===== src/rtl/seg_pkg.sv =====
// Shared constants for the 7-segment scan readback path: segment codes,
// active-low digit selects and the slot numbering used by the decoder.
package seg_pkg;

  localparam logic [7:0] SEG_0 = 8'h03;
  localparam logic [7:0] SEG_1 = 8'h9F;
  localparam logic [7:0] SEG_2 = 8'h25;
  localparam logic [7:0] SEG_3 = 8'h0D;
  localparam logic [7:0] SEG_4 = 8'h99;
  localparam logic [7:0] SEG_5 = 8'h49;
  localparam logic [7:0] SEG_6 = 8'h41;
  localparam logic [7:0] SEG_7 = 8'h1F;
  localparam logic [7:0] SEG_8 = 8'h01;
  localparam logic [7:0] SEG_9 = 8'h09;

  localparam logic [7:0] SEL_S0    = 8'hFE;
  localparam logic [7:0] SEL_S1    = 8'hFD;
  localparam logic [7:0] SEL_M0    = 8'hFB;
  localparam logic [7:0] SEL_M1    = 8'hF7;
  localparam logic [7:0] SEL_H0    = 8'hEF;
  localparam logic [7:0] SEL_H1    = 8'hDF;
  localparam logic [7:0] SEL_BLANK = 8'hFF;

  localparam logic [16:0] SEC_PER_DAY_M1 = 17'd86399;

  typedef enum logic [2:0] {
    SLOT_S0 = 3'd0,
    SLOT_S1 = 3'd1,
    SLOT_M0 = 3'd2,
    SLOT_M1 = 3'd3,
    SLOT_H0 = 3'd4,
    SLOT_H1 = 3'd5
  } slot_e;

  typedef struct packed {
    logic  legal;
    slot_e slot;
  } sel_dec_t;

  function automatic sel_dec_t sel_decode(input logic [7:0] sel);
    sel_dec_t r;
    r.legal = 1'b1;
    r.slot  = SLOT_S0;
    case (sel)
      SEL_S0:  r.slot = SLOT_S0;
      SEL_S1:  r.slot = SLOT_S1;
      SEL_M0:  r.slot = SLOT_M0;
      SEL_M1:  r.slot = SLOT_M1;
      SEL_H0:  r.slot = SLOT_H0;
      SEL_H1:  r.slot = SLOT_H1;
      default: r.legal = 1'b0;
    endcase
    return r;
  endfunction

endpackage


===== src/rtl/seg_decode_digit.sv =====
// Inverse of the display encoder: maps an active-low segment pattern back
// to a BCD digit, flagging any pattern the encoder can never produce.
module seg_decode_digit
  import seg_pkg::*;
(
  input  logic [7:0] i_y,
  output logic       o_legal,
  output logic [3:0] o_digit
);

  always_comb begin
    o_legal = 1'b1;
    o_digit = 4'd0;
    case (i_y)
      SEG_0:   o_digit = 4'd0;
      SEG_1:   o_digit = 4'd1;
      SEG_2:   o_digit = 4'd2;
      SEG_3:   o_digit = 4'd3;
      SEG_4:   o_digit = 4'd4;
      SEG_5:   o_digit = 4'd5;
      SEG_6:   o_digit = 4'd6;
      SEG_7:   o_digit = 4'd7;
      SEG_8:   o_digit = 4'd8;
      SEG_9:   o_digit = 4'd9;
      default: o_legal = 1'b0;
    endcase
  end

endmodule


===== src/rtl/seg_scan_decoder.sv =====
// Display-bus readback: synchronizes and debounces the (select, y) pair,
// assembles six digits into a checked time of day and seconds-of-day count.
module seg_scan_decoder
  import seg_pkg::*;
#(
  parameter int STABLE_CYCLES = 16
) (
  input  logic        clk_100M,
  input  logic        rst_n,
  input  logic [7:0]  select,
  input  logic [7:0]  y,
  output logic [3:0]  s0,
  output logic [3:0]  s1,
  output logic [3:0]  m0,
  output logic [3:0]  m1,
  output logic [3:0]  h0,
  output logic [3:0]  h1,
  output logic [16:0] count,
  output logic        frame_valid,
  output logic        seg_err,
  output logic        sel_err,
  output logic        range_err
);

  localparam logic [7:0] STABLE_Q = 8'(STABLE_CYCLES);

  logic [7:0]       r_sel_m, r_sel_s, r_sel_p;
  logic [7:0]       r_y_m, r_y_s, r_y_p;
  logic [7:0]       r_cnt;
  logic             r_armed;
  logic [5:0]       r_mask;
  logic [5:0][3:0]  r_stg;
  logic             r_sel_err, r_seg_err, r_range_err;
  logic             r_p1_vld, r_p2_vld, r_fv;
  logic [10:0]      r_p1_hm;
  logic [5:0]       r_p1_sec;
  logic [23:0]      r_p1_dig, r_p2_dig, r_out_dig;
  logic [16:0]      r_p2_cnt, r_count;

  logic             w_changed, w_accept, w_do;
  logic             w_dig_legal;
  logic [3:0]       w_dig;
  sel_dec_t         w_sel;
  logic             w_complete, w_range_ok;
  logic [6:0]       w_hours;
  logic [5:0]       w_min, w_sec;
  logic [10:0]      w_hm;

  seg_decode_digit u_dec (
    .i_y     (r_y_p),
    .o_legal (w_dig_legal),
    .o_digit (w_dig)
  );

  assign w_sel     = sel_decode(r_sel_p);
  assign w_changed = {r_sel_s, r_y_s} != {r_sel_p, r_y_p};
  // r_sel_p/r_y_p is the pair being counted; accept it once when it has
  // been seen STABLE_CYCLES times in a row.
  assign w_accept  = r_armed && (r_cnt == STABLE_Q);
  assign w_do      = w_accept && (r_sel_p != SEL_BLANK);

  always_ff @(posedge clk_100M or negedge rst_n) begin
    if (!rst_n) begin
      r_sel_m <= SEL_BLANK;
      r_sel_s <= SEL_BLANK;
      r_sel_p <= SEL_BLANK;
      r_y_m   <= 8'hFF;
      r_y_s   <= 8'hFF;
      r_y_p   <= 8'hFF;
      r_cnt   <= '0;
      r_armed <= 1'b1;
    end else begin
      r_sel_m <= select;
      r_sel_s <= r_sel_m;
      r_sel_p <= r_sel_s;
      r_y_m   <= y;
      r_y_s   <= r_y_m;
      r_y_p   <= r_y_s;
      if (w_changed) begin
        r_cnt   <= 8'd1;
        r_armed <= 1'b1;
      end else begin
        if (r_cnt != STABLE_Q) r_cnt <= r_cnt + 8'd1;
        if (w_accept) r_armed <= 1'b0;
      end
    end
  end

  // Frame check uses the incoming hours-tens digit directly, since it is
  // being written into staging in the same cycle.
  assign w_complete = (w_sel.slot == SLOT_H1) && (&r_mask[4:0]);
  assign w_hours    = 7'(w_dig) * 7'd10 + 7'(r_stg[4]);
  assign w_min      = 6'(r_stg[3]) * 6'd10 + 6'(r_stg[2]);
  assign w_sec      = 6'(r_stg[1]) * 6'd10 + 6'(r_stg[0]);
  assign w_hm       = 11'(w_hours[4:0]) * 11'd60 + 11'(w_min);
  assign w_range_ok = (r_stg[0] <= 4'd9) && (r_stg[1] <= 4'd5) &&
                      (r_stg[2] <= 4'd9) && (r_stg[3] <= 4'd5) &&
                      (r_stg[4] <= 4'd9) && (w_dig <= 4'd9) &&
                      (w_hours <= 7'd23);

  always_ff @(posedge clk_100M or negedge rst_n) begin
    if (!rst_n) begin
      r_sel_err   <= 1'b0;
      r_seg_err   <= 1'b0;
      r_range_err <= 1'b0;
      r_mask      <= '0;
      r_stg       <= '0;
      r_p1_vld    <= 1'b0;
      r_p1_hm     <= '0;
      r_p1_sec    <= '0;
      r_p1_dig    <= '0;
    end else begin
      r_sel_err   <= 1'b0;
      r_seg_err   <= 1'b0;
      r_range_err <= 1'b0;
      r_p1_vld    <= 1'b0;
      if (w_do) begin
        if (!w_sel.legal) begin
          r_sel_err <= 1'b1;
          r_mask    <= '0;
        end else if (!w_dig_legal) begin
          r_seg_err <= 1'b1;
          r_mask    <= '0;
        end else begin
          r_stg[w_sel.slot] <= w_dig;
          if (w_complete) begin
            r_mask <= '0;
            if (w_range_ok) begin
              r_p1_vld <= 1'b1;
              r_p1_hm  <= w_hm;
              r_p1_sec <= w_sec;
              r_p1_dig <= {w_dig, r_stg[4:0]};
            end else begin
              r_range_err <= 1'b1;
            end
          end else begin
            r_mask[w_sel.slot] <= 1'b1;
          end
        end
      end
    end
  end

  always_ff @(posedge clk_100M or negedge rst_n) begin
    if (!rst_n) begin
      r_p2_vld  <= 1'b0;
      r_p2_cnt  <= '0;
      r_p2_dig  <= '0;
      r_fv      <= 1'b0;
      r_out_dig <= '0;
      r_count   <= '0;
    end else begin
      r_p2_vld <= r_p1_vld;
      if (r_p1_vld) begin
        r_p2_cnt <= 17'(r_p1_hm) * 17'd60 + 17'(r_p1_sec);
        r_p2_dig <= r_p1_dig;
      end
      r_fv <= r_p2_vld;
      if (r_p2_vld) begin
        r_out_dig <= r_p2_dig;
        r_count   <= r_p2_cnt;
      end
    end
  end

  assign s0          = r_out_dig[3:0];
  assign s1          = r_out_dig[7:4];
  assign m0          = r_out_dig[11:8];
  assign m1          = r_out_dig[15:12];
  assign h0          = r_out_dig[19:16];
  assign h1          = r_out_dig[23:20];
  assign count       = r_count;
  assign frame_valid = r_fv;
  assign seg_err     = r_seg_err;
  assign sel_err     = r_sel_err;
  assign range_err   = r_range_err;

endmodule


===== config.mk =====
export PLATFORM = sky130hd
export DESIGN_NAME = seg_scan_decoder
export DESIGN_NICKNAME = d
export VERILOG_FILES = /design/src/rtl/seg_pkg.sv /design/src/rtl/seg_decode_digit.sv /design/src/rtl/seg_scan_decoder.sv
export SDC_FILE = /design/constraint.sdc
export NUM_CORES = 1
export LEC_CHECK = 0
export CORE_AREA = 5 5 170 172
export DETAILED_ROUTE_END_ITERATION = 12
export DIE_AREA = 0 0 175 177
export HOLD_SLACK_MARGIN = 0.12
export PLACE_DENSITY = 0.58
export SYNTH_ARGS = -nofsm -noshare
export SYNTH_HDL_FRONTEND = slang
export SYNTH_HIERARCHICAL = 1
export SYNTH_SLANG_ARGS = --single-unit

===== constraint.sdc =====
create_clock -name clk_100M -period 12.2 [get_ports clk_100M]
set_input_delay 1.83 -clock clk_100M [delete_from_list [all_inputs] [get_ports clk_100M]]
set_output_delay 1.83 -clock clk_100M [all_outputs]
set_load 0.05 [all_outputs]

## Yosys cells after proc, flatten, opt, wreduce, memory -nomap -nowiden

Cells that the tools add are included.

- Bits of input ports: 18
- Bits in latches: 0
- ROM bits: 0
- Memories: 0
- Register bits after elaboration: 216
- Output and inout port bits: 45
- RAM bits: 0

- Shift-type cells: 0
- Bitwise logic cells: 1
- Add/sub/neg operators: 6
- Reductions and logical operators: 17
- Eq/ne operators: 21
- Order comparisons: 9
- Divide/modulo/power cells: 0
- Multiplexer cells: 31
- $mul: 5

Operators with widths:

| operator | count |
|---|---|
| 8-bit equality test, second input constant | 8 |
| 4-bit one-hot mux with 9 select lines | 1 |
| 24-bit bitwise mux | 1 |
| 1-bit two-way mux | 20 |
| 6-bit two-way mux | 3 |
| 17-bit by 6-bit adder with 17-bit output | 1 |
| 8-bit by 4-bit equality test with 1-bit output, second input constant | 2 |
| 8-bit by 5-bit equality test with 1-bit output, second input constant | 2 |
| 8-bit by 7-bit equality test with 1-bit output, second input constant | 2 |
| 4-bit less-or-equal comparator, second input constant | 4 |
| 8-bit two-way mux | 2 |
| 16-bit inequality test | 1 |
| 11-bit by 4-bit multiplier with 15-bit output, second input constant | 1 |
| 3-bit one-hot mux with 5 select lines | 1 |
| 6-bit by 4-bit adder with 6-bit output | 2 |
| 4-bit demux with 3-bit select | 1 |
| 11-bit by 6-bit adder with 11-bit output | 1 |
| 1-bit logical AND | 10 |
| 4-bit by 3-bit multiplier with 5-bit output, second input constant | 2 |
| 5-bit AND reduction | 2 |
| 10-bit OR reduction | 1 |
| 5-bit by 4-bit multiplier with 9-bit output, second input constant | 1 |
| 8-bit by 1-bit adder with 8-bit output, second input constant | 1 |
| 8-bit by 1-bit equality test with 1-bit output, second input constant | 1 |
| 17 further kinds | 19 |

## Longest topological paths before layout

- Depth after elaboration: 12
- Mapped depth: 20
- Mapped depth without buffers: 20

## By module

The synthesis kept the hierarchy.

By module, submodules not included:

| module | cells an instance | times used | area each (sq um) |
|---|---|---|---|
| seg_scan_decoder | 837 | 1 | 10538.9 |
| seg_decode_digit | 29 | 1 | 207.7 |

## Worst setup path after synthesis

Ideal clock, no wire load.

- Path kind: reg-to-reg
- Start: register r_y_p[4]
- End: register r_p1_hm[10]
- Setup slack: 6.620 ns
- Path buffers: 0
- Period minus slack after synthesis: 5.580 ns
- Required time: 12.075 ns
- Arrival: 5.455 ns
- Cell stages (with the launch flop): 21
- Cell sequence: dfstp_2 -> nand3_1 -> or3b_1 -> a211o_1 -> a21oi_1 -> ha_1 -> ha_1 -> a21oi_1 -> nand2_1 -> xor2_1 -> inv_1 -> fa_1 -> inv_1 -> ha_1 -> ha_1 -> inv_1 -> o21a_1 -> o311ai_0 -> nand4_1 -> xor3_1 -> mux2_2

- Cells in the longest elaborated chain, start to end: 7
- Elaborated cells between the ends (all ways): 22
- Those cells by class: 2 x add/sub; 2 x mul; 2 x order compare; 10 x eq/ne; 2 x mux; 4 x reduce/logical

RTL lines:

| what | RTL line | text |
|---|---|---|
| start, declared | seg_scan_decoder.sv:28 | `logic [7:0] r_y_m, r_y_s, r_y_p;` |
| start signal, assigned | seg_scan_decoder.sv:78 | `r_y_p <= r_y_s;` |
| 8-bit by 4-bit equality test with 1-bit output, or another cell as far along | seg_decode_digit.sv:14 | `case (i_y)` |
| 4-bit one-hot mux with 9 select lines * | seg_decode_digit.sv:14 |  |
| via w_dig[2] | seg_scan_decoder.sv:42 | `logic [3:0] w_dig;` |
| parallel branches: the longest is 5 deep, another holds 11-bit by 6-bit adder with 11-bit output | - |  |
| end signal, assigned | seg_scan_decoder.sv:130 | `r_p1_hm <= w_hm;` |
| end, declared | seg_scan_decoder.sv:35 | `logic [10:0] r_p1_hm;` |

Mark *: on every way through the listed nets, which the timed path passes.
A chain may end at the register's enable or synchronous reset.

## Worst setup path in the final report

- Start: register r_y_p[2]
- End: register r_p1_hm[10]

The elaborated chain is that of the path after synthesis.

==> results.sh <==
export IMPL_worstPathArrival_ns=6.75
export IMPL_ir_drop_uv=77.1
export IMPL_path_max_fanout=9
export IMPL_layout_common_cells="dfrtp_1, mux2_2, inv_1"
export IMPL_power_leakage_nw=5.98
export IMPL_grt_usage=0.122
export IMPL_yosys_warnings=6
export IMPL_ant_nets=0
export IMPL_synth_nets=979
export IMPL_rsz0062_at_grt="no"
export IMPL_status="complete, no violations"
export IMPL_drt_pass1_iterations=5
export IMPL_place_congestion=0.812
export IMPL_hpwlAfterDp_um=13400
export IMPL_start_kind="flip-flop"
export IMPL_finalCritPeriodShare=0.522
export IMPL_clockBufferDepth=3
export IMPL_cts_tree="yes"
export IMPL_die_area_um2=31000
export IMPL_max_clock_freq_mhz=157
export IMPL_die_h_um=177
export IMPL_wirelength_um=18500
export IMPL_path_cells="a2111oi_0, a31oi_1, nor3_1, ha_1, ha_1, a21oi_1, nand2_1, xor2_1, inv_1, fa_1, inv_1, ha_1, ha_1, inv_1, o21a_1, o311ai_0, nand4_1, xor3_1, mux2_2"
export IMPL_initial_core_util=0.393
export IMPL_hp_class="reg -> reg"
export IMPL_utilization=0.459
export IMPL_via_per_inst=4.98
export IMPL_core_area_um2=27300
export IMPL_min_to="r_sel_s[2]"
export IMPL_synth_main_ff_cell="dfrtp_1"
export IMPL_cts_buffers=23
export IMPL_ctsHoldBuffers=0
export IMPL_clockRootBuffer="clkbuf_16"
export IMPL_h_tree_depth=1
export IMPL_crit_path_frequent_cell="ha_1"
export IMPL_cts_resized=0
export IMPL_rows=61
export IMPL_synth_cells=866
export IMPL_avgSynthCellArea_um2=12.4
export IMPL_path_class="reg -> reg"
export IMPL_maxCapViolCount=0
export IMPL_finalHoldViolCount=0
export IMPL_die_width_um=175
export IMPL_rrSetupSlack_ns=5.84
export IMPL_grt_ovfl_total=0
export IMPL_postCtsSetupBuffers=0
export IMPL_port_buffers=62
export IMPL_cpPeakStageDelay_ns=0.84
export IMPL_grt_antenna_before_repair=0
export IMPL_critPathSlowestCell="nor3_1"
export IMPL_power_per_cell_area_nw_per_um2=118
export IMPL_end_kind="flip-flop"
export IMPL_hold_start="r_sel_m[2]"
export IMPL_ys_types=71
export IMPL_yosysSeqAreaShare=0.488
export IMPL_synth_edf_count=0
export IMPL_ios=63
export IMPL_worst_pin_slew_ns=1.02
export IMPL_critPathRequiredTime_ns=12.58
export IMPL_min_period_ns=6.36
export IMPL_clock_skew_ns=0.0174
export IMPL_drv_slew=0
export IMPL_initialDrtViolationCount=367
export IMPL_wl_per_cell_um=14.3
export IMPL_reg2reg_to="r_p1_hm[10]"
export IMPL_drcViolationCount=0
export IMPL_grt_max_degree=78
export IMPL_whs_path_depth=0
export IMPL_grt_pass1_vias=6494
export IMPL_area_delta_synth_final_pct=16.8
export IMPL_r2r_start="r_y_p[2]"
export IMPL_antenna_cells=0
export IMPL_layout_commonest_cell="dfrtp_1"
export IMPL_netlist_area_um2=10700
export IMPL_async_reset_ff_frac=1.00
export IMPL_final_nets=1051
export IMPL_grt_pass1_wl_um=32100
export IMPL_fin_setup_tns_ns=0
export IMPL_layout_drive_gt1_share=0.241
export IMPL_path_clk_slew_ns=0.06
export IMPL_ys_seq_elements=207
export IMPL_dr_total_vias=6479
export IMPL_finalSetupViolations=0
export IMPL_clkLatencyLatePin_ns=0.51
export IMPL_timing_reg2reg_worst_path_depth=19
export IMPL_relSlewSlack=0.316
export IMPL_cts_sinks=207
==> state kept, by name (all words and copies together) (netlist names), 5 cells and up <==
register and cells:
r_out_dig 24, r_p2_dig 24, r_p1_dig 22, r_stg 20
count 16, r_p2_cnt 16, r_p1_hm 11, r_cnt 8
r_sel_m 8, r_sel_p 8, r_sel_s 8, r_y_m 8
r_y_p 8, r_y_s 8, r_p1_sec 6, r_mask 5
==> power breakdown <==
part	total [mW]	internal (mW)	switching [mW]
sequential	0.709	0.702	0.00762
clock	0.741	0.468	0.273
combinational	0.0357	0.0132	0.0225
==> cells by family (layout without fill, tap and decap cells) <==
kind of cell               count (synthesis)  count (layout)  synth area share
DFF                                      207             207             0.488
and+or+nand+nor                          161             161            0.0873
AOI/OAI and AO/OA                        120             120            0.0734
muxes                                    120             120             0.125
buffers and inverters                     98             187            0.0391
adders and majority gates                 95              95             0.133
xor gates and xnor gates                  65              65            0.0544
==> synthesized netlist by cell type (3+ instances only) <==
master | number | share of area
and4b_1 | 3 | 0.0028
and3_1 | 6 | 0.0035
o21a_1 | 12 | 0.0084
nor3b_1 | 3 | 0.0021
o21ai_0 | 23 | 0.011
nor2_1 | 36 | 0.013
nand4b_1 | 4 | 0.0033
nand4_1 | 9 | 0.0052
a21oi_1 | 30 | 0.014
buf_6 | 4 | 0.0042
a211oi_1 | 4 | 0.0028
o2111ai_1 | 3 | 0.0024
dfstp_2 | 49 | 0.12
a211o_1 | 5 | 0.0041
mux2i_1 | 5 | 0.0047
mux2_2 | 115 | 0.12
a31oi_1 | 6 | 0.0035
a2111oi_0 | 4 | 0.0033
ha_1 | 63 | 0.073
nor4_1 | 9 | 0.0052
dfrtp_1 | 158 | 0.37
inv_1 | 77 | 0.027
o211ai_1 | 3 | 0.0021
xor2_1 | 36 | 0.029
fa_1 | 32 | 0.060
a21o_1 | 11 | 0.0077
nand3_1 | 18 | 0.0084
nand2_1 | 25 | 0.0087
nand2b_1 | 3 | 0.0017
xnor2_1 | 28 | 0.023
or3_1 | 3 | 0.0017
nor2b_1 | 11 | 0.0064
nor3_1 | 5 | 0.0023
buf_1 | 6 | 0.0021
clkbuf_1 | 7 | 0.0024
or4_1 | 3 | 0.0021
nand3b_1 | 3 | 0.0021
==> worst max-delay path, delay by kind of cell (launching register included) <==
family | cells | cell delay, ns
buffers and inverters | 3 | 0.32
DFF | 1 | 0.41
muxes | 1 | 0.27
and+or+nand+nor | 3 | 1.11
adders and majority gates | 5 | 1.90
xor gates and xnor gates | 2 | 0.74
AOI/OAI and AO/OA | 5 | 1.50
==> layout make-up <==
| type | count | area, um2 |
|---|---|---|
| clock buffer | 34 | 709 |
| clock inverter | 8 | 126 |
| fill | 2512 | 14800 |
| inverter | 77 | 289 |
| multi-input combinational | 561 | 5080 |
| sequential | 207 | 5240 |
| tap | 346 | 433 |
| timing repair buffer | 68 | 669 |
==> per-stage QoR <==
step	worst slack (ns)	power (mW)	instance area (um2)	std cells	hold slack (ns)
2_1_floorplan	6.62	0.734	10700	866	0.345
3_3_place_gp	6.15	0.758	11700	1259	0.346
3_5_place_dp	5.84	0.759	11700	1259	0.347
4_1_cts	5.84	1.51	12600	1301	0.355
5_1_grt	5.41	1.55	12600	1301	0.357
6_report	5.84	1.49	12600	1301	0.355
==> metal layers <==
layer  routed length [um]  GRT usage  part of all wire
met1                 8890      0.171              0.48
met2                 8530      0.200              0.46
met3                  682     0.0207             0.037
met4                  449     0.0291             0.024
met5                    0          0                 0
==> worst max path at each step <==
stage,startpoint,end,slack (ns),cells after the start
2_1_floorplan,r_y_p[4],r_p1_hm[10],6.62,20
3_3_place_gp,r_y_p[4],r_p1_hm[10],6.15,20
3_5_place_dp,r_y_p[4],r_p1_hm[10],5.84,20
4_1_cts,r_y_p[4],r_p1_hm[10],5.84,20
5_1_grt,r_y_p[4],r_p1_hm[10],5.41,20
6_report,r_y_p[2],r_p1_hm[10],5.84,19
Power figures use the tool's default switching activity.
